### src/rtl/bsg_manycore_pkt_endpoint_decode.sv
// Tile endpoint packet decoder: buffers incoming network packets in a small
// FIFO and decodes the head in order. Remote stores go to the core over a
// valid/yumi handshake. Config packets set the freeze state. Anything else is
// dropped and counted.
module bsg_manycore_pkt_endpoint_decode #(
    parameter int x_cord_width_p = 5,
    parameter int y_cord_width_p = 5,
    parameter int data_width_p   = 32,
    parameter int addr_width_p   = 32,
    parameter int op_width_p     = 6,
    parameter int fifo_els_p     = 4,
    parameter int count_width_p  = 8,
    parameter bit freeze_init_p  = 1'b1,
    localparam int packet_width_lp = op_width_p + addr_width_p + data_width_p
                                     + 2 * (x_cord_width_p + y_cord_width_p)
) (
    input  logic                       clk_i,
    input  logic                       reset_n_i,
    input  logic                       v_i,
    input  logic [packet_width_lp-1:0] data_i,
    output logic                       ready_o,
    output logic                       store_v_o,
    output logic [data_width_p-1:0]    store_data_o,
    output logic [addr_width_p-1:0]    store_addr_o,
    output logic [y_cord_width_p-1:0]  store_from_y_cord_o,
    output logic [x_cord_width_p-1:0]  store_from_x_cord_o,
    input  logic                       store_yumi_i,
    output logic                       freeze_o,
    output logic                       unknown_v_o,
    output logic [count_width_p-1:0]   unknown_count_o
);

    localparam int ptr_w_lp = $clog2(fifo_els_p);

    // Field positions inside a packet, LSB first
    localparam int fx_lo_lp   = x_cord_width_p + y_cord_width_p;
    localparam int fy_lo_lp   = fx_lo_lp + x_cord_width_p;
    localparam int data_lo_lp = 2 * (x_cord_width_p + y_cord_width_p);
    localparam int addr_lo_lp = data_lo_lp + data_width_p;
    localparam int op_lo_lp   = addr_lo_lp + addr_width_p;

    localparam logic [op_width_p-1:0] op_store_lp = op_width_p'(1);
    localparam logic [op_width_p-1:0] op_cfg_lp   = op_width_p'(2);

    logic [packet_width_lp-1:0] mem_q [fifo_els_p];
    logic [ptr_w_lp-1:0]        wptr_q, wptr_d, rptr_q, rptr_d;
    logic [ptr_w_lp:0]          count_q, count_d;
    logic                       freeze_q, freeze_d;
    logic [count_width_p-1:0]   unknown_count_q, unknown_count_d;

    logic                       full, empty, enq, deq;
    logic                       head_store, head_cfg, head_unknown;
    logic [packet_width_lp-1:0] head_pkt;
    logic [op_width_p-1:0]      head_op;
    logic [addr_width_p-1:0]    head_addr;

    assign full     = (count_q == (ptr_w_lp + 1)'(fifo_els_p));
    assign empty    = (count_q == '0);
    assign ready_o  = reset_n_i & ~full;
    assign enq      = v_i & ready_o;
    assign head_pkt = mem_q[rptr_q];

    assign head_op   = head_pkt[op_lo_lp +: op_width_p];
    assign head_addr = head_pkt[addr_lo_lp +: addr_width_p];

    assign store_data_o        = head_pkt[data_lo_lp +: data_width_p];
    assign store_addr_o        = head_addr;
    assign store_from_y_cord_o = head_pkt[fy_lo_lp +: y_cord_width_p];
    assign store_from_x_cord_o = head_pkt[fx_lo_lp +: x_cord_width_p];

    // Classify the FIFO head; an empty FIFO produces no strobes at all
    always_comb begin
        head_store   = 1'b0;
        head_cfg     = 1'b0;
        head_unknown = 1'b0;
        if (!empty) begin
            if (head_op == op_store_lp) begin
                head_store = 1'b1;
            end else if ((head_op == op_cfg_lp) && (head_addr[addr_width_p-1:1] == '0)) begin
                head_cfg = 1'b1;
            end else begin
                head_unknown = 1'b1;
            end
        end
    end

    assign store_v_o       = head_store;
    assign unknown_v_o     = head_unknown;
    assign freeze_o        = freeze_q;
    assign unknown_count_o = unknown_count_q;

    // Stores wait for yumi; config and unknown packets leave after one cycle
    assign deq = (head_store & store_yumi_i) | head_cfg | head_unknown;

    // Next-state for pointers, occupancy, freeze and the saturating counter
    always_comb begin
        wptr_d          = wptr_q;
        rptr_d          = rptr_q;
        count_d         = count_q;
        freeze_d        = freeze_q;
        unknown_count_d = unknown_count_q;
        if (enq) begin
            wptr_d = wptr_q + ptr_w_lp'(1);
        end
        if (deq) begin
            rptr_d = rptr_q + ptr_w_lp'(1);
        end
        if (enq && !deq) begin
            count_d = count_q + (ptr_w_lp + 1)'(1);
        end else if (!enq && deq) begin
            count_d = count_q - (ptr_w_lp + 1)'(1);
        end
        if (head_cfg) begin
            freeze_d = head_addr[0];
        end
        if (head_unknown && (unknown_count_q != '1)) begin
            unknown_count_d = unknown_count_q + count_width_p'(1);
        end
    end

    // Control state register; reset drops every buffered packet
    always_ff @(posedge clk_i or negedge reset_n_i) begin
        if (!reset_n_i) begin
            wptr_q          <= '0;
            rptr_q          <= '0;
            count_q         <= '0;
            freeze_q        <= freeze_init_p;
            unknown_count_q <= '0;
        end else begin
            wptr_q          <= wptr_d;
            rptr_q          <= rptr_d;
            count_q         <= count_d;
            freeze_q        <= freeze_d;
            unknown_count_q <= unknown_count_d;
        end
    end

    // Packet storage needs no reset; validity is tracked by the occupancy count
    always_ff @(posedge clk_i) begin
        if (enq) begin
            mem_q[wptr_q] <= data_i;
        end
    end

endmodule

### config.mk
export PLATFORM = sky130hd
export DESIGN_NAME = bsg_manycore_pkt_endpoint_decode
export DESIGN_NICKNAME = d
export VERILOG_FILES = /design/src/rtl/bsg_manycore_pkt_endpoint_decode.sv
export SDC_FILE = /design/constraint.sdc
export NUM_CORES = 1
export LEC_CHECK = 0
export CAP_MARGIN = 15
export CORE_ASPECT_RATIO = 0.6
export CORE_MARGIN = 10
export CORE_UTILIZATION = 26
export CTS_CLUSTER_DIAMETER = 200
export DETAILED_ROUTE_END_ITERATION = 10
export SLEW_MARGIN = 20
export SYNTH_ARGS = -nofsm -noshare
export SYNTH_HDL_FRONTEND = slang
export SYNTH_SLANG_ARGS = --single-unit
### constraint.sdc
create_clock -name clk_i -period 7.9 [get_ports clk_i]
set_clock_uncertainty 0.15 [all_clocks]
set_input_delay 0.79 -clock clk_i [delete_from_list [all_inputs] [get_ports clk_i]]
set_output_delay 0.79 -clock clk_i [all_outputs]
set_load 0.005 [all_outputs]
---- Word-level counts from Yosys, hierarchy flattened ----
Memories as Yosys holds them, arrays and structs flattened.
Cells that the tools add are included.
word-level totals
  register bits after elaboration ......... 16
  memory bits (writable) .................. 360
  bits of input ports ..................... 94
  logic and storage cells ................. 42
  memories kept ........................... 1
operators by class
  $add $sub $neg .......................... 5
  eq/ne operators ......................... 4
  muxes and demuxes ....................... 12
  bitwise logic cells ..................... 6
  reductions and logical operators ........ 9
memory list
  memory  depth  bits a word  rd ports  clocked after memory_dff  wr ports  line  RTL
  mem_q   4      90           1         0                         1         45    logic [packet_width_lp-1:0] mem_q [fifo_els_p];
operators by type and width
  operator               count
  $logic_not A31 Y1      1
  $mux W1                10
  $add A8 B1 Y8 const B  1
  $ne A8 B8 Y1 const B   1
  $eq A6 B1 Y1 const B   1
  $eq A6 B2 Y1 const B   1
  $mux W3                2
  $add A2 B1 Y2 const B  2
  $logic_and A1 B1 Y1    4
  $add A3 B1 Y3 const B  1
  $and A1 B1 Y1          3
  $eq A3 B3 Y1 const B   1
  $logic_not A3 Y1       1
  $sub A3 B1 Y3 const B  1
  $logic_not A1 Y1       2
  $or A1 B1 Y1           2
  $reduce_bool A2 Y1     1
  $not A1 Y1             1

---- Depth between registers and ports, before layout ----
An unclocked memory read counts as a cell.
  word-level depth ........................ 11
  mapped depth ............................ 14

---- Worst setup path after synthesis ----
Ideal clock, no wire load.
  path type ............................... input -> register
  start point ............................. input reset_n_i
  end point ............................... memory mem_q[0][10] (netlist bit) (enable)
  library setup time ...................... 0.448 ns
  arrival time ............................ 3.169 ns
  slack ................................... 4.133 ns
  stages .................................. 2
  cell sequence ........................... a21boi_0 and3_1
between the ends
  word-level cells in the longest chain between the ends .. 4
ends and longest elaborated chain
  what                           line  RTL
  from (decl)                    18    input logic reset_n_i,
  $and A1 B1 Y1                  59    assign ready_o = reset_n_i & ~full;
  $and A1 B1 Y1                  60    assign enq = v_i & ready_o;
  $mux W1                        140   if (enq) begin
  $mux W1 (implied by the code)  141   mem_q[wptr_q] <= data_i;
  to (decl)                      45
No other way between the ends.

---- Worst setup path after layout ----
  start point ............................. register rptr_q[0]
  end point ............................... output unknown_v_o
between the ends
  word-level cells in the longest chain between the ends .. 6
  elaborated cells on any way between the ends .. 8
  those cells by class .................... 2 x eq/ne; 3 x mux; 2 x reduce/logical; 1 x memory
ends and longest elaborated chain
  what                                               line  RTL
  from (decl)                                        46    logic [ptr_w_lp-1:0] wptr_q, wptr_d, rptr_q, rptr_d;
  from (signal assigned)                             131   rptr_q <= rptr_d;
  $mem_v2 Z4 W90 *                                   --
  $logic_not A31 Y1 or $eq A6 B2 Y1 (tied branches)  79    end else if ((head_op == op_cfg_lp) && (head_addr[addr_width_p-1:1] == '0)) begin
  $logic_and A1 B1 Y1                                79
  $mux W1                                            79
  $mux W1 *                                          77    if (head_op == op_store_lp) begin
  $mux W1 *                                          76    if (!empty) begin
  to (decl)                                          29    output logic unknown_v_o,
Every way passes the cells marked *; elsewhere a longest branch is shown, timed or not.

==> results.txt <==
TritonCTS built the clock tree. The worst-case IR drop observed on VDD is 0.202 mV. The worst hold path endpoint is count_q[2]$_DFFE_PN0P_. Summing all multi-input logic gate instances after layout gives 0.00237 mm². The count of yosys warnings during synthesis came out at 0.

In this run the cell area of the synthesized design comes to 0.0125 mm². The sequential area share after synthesis came out at 80.2%. The maximum clock path buffer count is 3. The via count of the first global-routing pass is 6,477. The summed negative setup slack over all endpoints is 0 ns.

The fraction of the cycle the final worst path needs is 69.4%. The tightest min-delay check is of the flip-flop to flip-flop type. The leakage power is 5.08 nW. The worst setup path is launched from a flip-flop.

Pin placement for this block handled 180 I/O pins. The max-capacitance violation count came out at 0. In this run the mean area of a mapped cell was 24.2 µm². In the final layout, the share of cells above drive strength 1 is 18.5%. The clock transition time at the flip-flop clock pins of the worst setup and hold paths came out at 0.06 ns. The area growth from synthesis to layout is 28.5%. The pin count of the biggest net entering global routing came out at 48. Row generation in the floorplan step produced 62 rows.

The end of the worst register-to-register path is freeze_o$_DFFE_PN1P_. The number of buffers created by CTS is 35. Gates resized during post-CTS repair numbered 0. The hold violation total from the final report came out at 0. The dominant cell type by area after synthesis is sky130_fd_sc_hd__edfxtp_1.

The largest individual stage delay along the critical path comes from the cell sky130_fd_sc_hd__or4_1. Yosys attributes the largest share of cell area to sky130_fd_sc_hd__edfxtp_1 (77%), sky130_fd_sc_hd__mux4_2 (12%), sky130_fd_sc_hd__dfrtp_1 (3.0%). In the post-synthesis netlist, the cell with the most instances is sky130_fd_sc_hd__edfxtp_1. The count of endpoints failing setup in the final report came out at 0. Summing all flip-flop and latch instances after layout gives 0.0100 mm². The register-to-register path setup slack came out at 3.73 ns. The count of flip-flops with a built-in enable after synthesis is 320.

Setup repair after global routing left no endpoint under its margin. The worst hold path begins at count_q[2]$_DFFE_PN0P_. The required arrival time at the worst endpoint came out at 6.96 ns. The number of buffers inserted to repair setup after CTS is 0. The number of nets handed over by synthesis was 616. The die extent in y came out at 190 µm. The post-placement cell count came out at 1,313. The number of nets in the final layout is 811.

The number of iterations in the first detailed-routing pass is 5. The routed wire length per instance came out at 20.8 µm. The count of cells in the finished layout, fillers not included, comes to 1,381. At the later pin of the worst-skew pair, clock insertion delay measures 0.51 ns. The flow ran to the end, and the final reports show no timing, DRC or antenna violations. The first global-routing pass estimated 42,600 µm of wire.

By count the netlist is led by sky130_fd_sc_hd__edfxtp_1 (320), sky130_fd_sc_hd__mux4_2 (66), sky130_fd_sc_hd__dfrtp_1 (15). Counting stages on the worst path, the most repeated cell is sky130_fd_sc_hd__or4_1. The number of cells on the worst hold path came out at 1. The share of the synthesized area in the top cell type came out at 77.0%. The areal power density over the cells came out at 339 mW/mm². The number of antenna violations at the first check in global routing came out at 9.

The hold-fix buffer count after cts came out at 0. The highest cell delay on the worst timing path came out at 0.73 ns. In this run, synthesis produced a sequential element count of 336.

The number of max-slew violations in the final report is 0. The count of nets left with antenna violations after detail routing came out at 0. Among all flip-flop cells after synthesis, the most frequent one is sky130_fd_sc_hd__edfxtp_1.

The congestion estimate from routability-driven global placement came to 0.705. The total via count in the routed design came out at 5,986. The maximum operating frequency is 182 MHz.

The H-tree was split into 2 levels. The starting density of the core is 26.2%. The number of remaining DRC errors is 0. The worst register-to-register path begins at rptr_q[0]$_DFFE_PN0P_.

The total overflow left after global routing is 0. The data arrival at the endpoint of the critical path came out at 4.54 ns. From left edge to right edge, the die measures 303 µm. The type of element capturing the critical path is an output pin. The fraction of registers with async set/reset is 4.76%. The maximum fanout encountered on the critical timing path is 37. The root buffer cell chosen for the clock tree is sky130_fd_sc_hd__clkbuf_16. After detailed routing, the number of vias per cell comes to 4.33. The TritonCTS sink count came out at 336. The critical path is of the flip-flop to output pin type. The global-route usage over all layers came out at 9.84%. The die footprint is 0.0575 mm². The number of I/O port buffers came out at 169. The core footprint came out at 0.0476 mm².

Summed over all nets, the half-perimeter wirelength after detailed placement is 18,400 µm. The post-detailed-routing wire length is 28,800 µm. Counting cells, the worst reg-to-reg path comes to 6.

The final critical-path required period came out at 5.48 ns. After filler insertion, the fill cell instance count of the layout stands at 4,547. In the synthesized netlist, the number of instances is 515.

The slew at the pin closest to its max-slew limit came out at 0.813 ns. The synthesized netlist contains 40 unique library cells. The relative max-transition margin came out at 45.8%.

Traced cell by cell, the critical path runs through buf_4 -> mux4_1 -> or4_1 -> or4_1 -> and2_1 -> clkdlybuf4s50_1. The detailed router's first-iteration violation count came out at 426.
-- cells by family after synthesis --
kind of cell | after synthesis | share of synthesized area [%]
AO/OA/AOI/OAI | 9 | 0.481
adder cells (fa/ha/maj) | 7 | 0.762
AND/OR/NAND/NOR | 48 | 2.45
flip-flops | 336 | 80.2
buffers and inverters | 24 | 1.01
multiplexers | 79 | 14.3
XOR/XNOR | 12 | 0.842
-- per-stage QoR --
stage | instance area [µm²] | hold slack [ns] | utilization, % | total power, mW | setup slack, ns
2_1_floorplan | 12500 | 0.309 | - | 3.13 | 4.13
3_3_place_gp | 15000 | 0.331 | 31.4 | 3.96 | 2.87
3_5_place_dp | 15000 | 0.328 | 31.4 | 3.97 | 2.86
4_1_cts | 16000 | 0.340 | 33.7 | 5.55 | 2.29
5_1_grt | 16000 | 0.363 | 33.7 | 5.73 | 2.13
6_report | 16000 | 0.343 | 33.7 | 5.45 | 2.42
-- state kept, by name (all words and copies together) (netlist names) --
register         count
wptr_q               2
freeze_o             1
rptr_q               2
mem_q              320
unknown_count_o      8
count_q              3
-- power by group --
group          total, mW  switching [mW]  internal (mW)
sequential          2.32           0.142           2.18
clock               1.55           0.678          0.877
combinational       1.57           0.679          0.890
-- area by class of cell --
type / count / share of cell area [%]
flip-flops and latches: 336 / 62.4
inverters: 5 / 0.117
well taps: 640 / 4.99
multi-input cells: 155 / 14.8
repair buffers: 177 / 10.9
clock inverters: 18 / 0.647
diodes: 6 / 0.0936
clock buffers: 44 / 6.06
-- worst max-delay path, delay by kind of cell (launching register included) --
kind                   cells  cell delay (ns)
muxes                      1             0.68
and+or+nand+nor            3             1.56
buffers and inverters      2             1.16
DFF                        1             0.61
-- worst max-delay path by stage --
| stage | slack (ns) | startpoint | endpoint |
|---|---|---|---|
| after CTS | 2.29 | rptr_q[0]$_DFFE_PN0P_ | unknown_v_o |
| after global placement | 2.87 | rptr_q[0]$_DFFE_PN0P_ | unknown_v_o |
| after detailed placement | 2.86 | rptr_q[0]$_DFFE_PN0P_ | unknown_v_o |
| after floorplan | 4.13 | reset_n_i | mem_q[0][10]$_DFFE_PP_ |
| after global routing | 2.13 | rptr_q[0]$_DFFE_PN0P_ | unknown_v_o |
| final | 2.42 | rptr_q[0]$_DFFE_PN0P_ | unknown_v_o |
-- placed cells by master (no fill, tap or decap), drive strengths merged, types with 7 or more instances in the layout --
cell type | synthesis | routed
and3 | 10 | 10
clkinv | 0 | 13
edfxtp | 320 | 320
buf | 12 | 8
dfrtp | 15 | 15
mux4 | 76 | 76
xnor2 | 9 | 9
clkbuf | 7 | 44
inv | 5 | 7
clkdlybuf4s50 | 0 | 169
-- layer usage --
metal	wire length (µm)	up-vias	GRT usage (%)	share of wire (%)
li1	-	2603	-	-
met1	13300	3138	13.4	46
met2	12100	195	14.0	42
met3	2900	46	4.62	10
met4	449	4	2.14	1.6
met5	27	-	0	0.094
(Power assumes the default switching activity.)
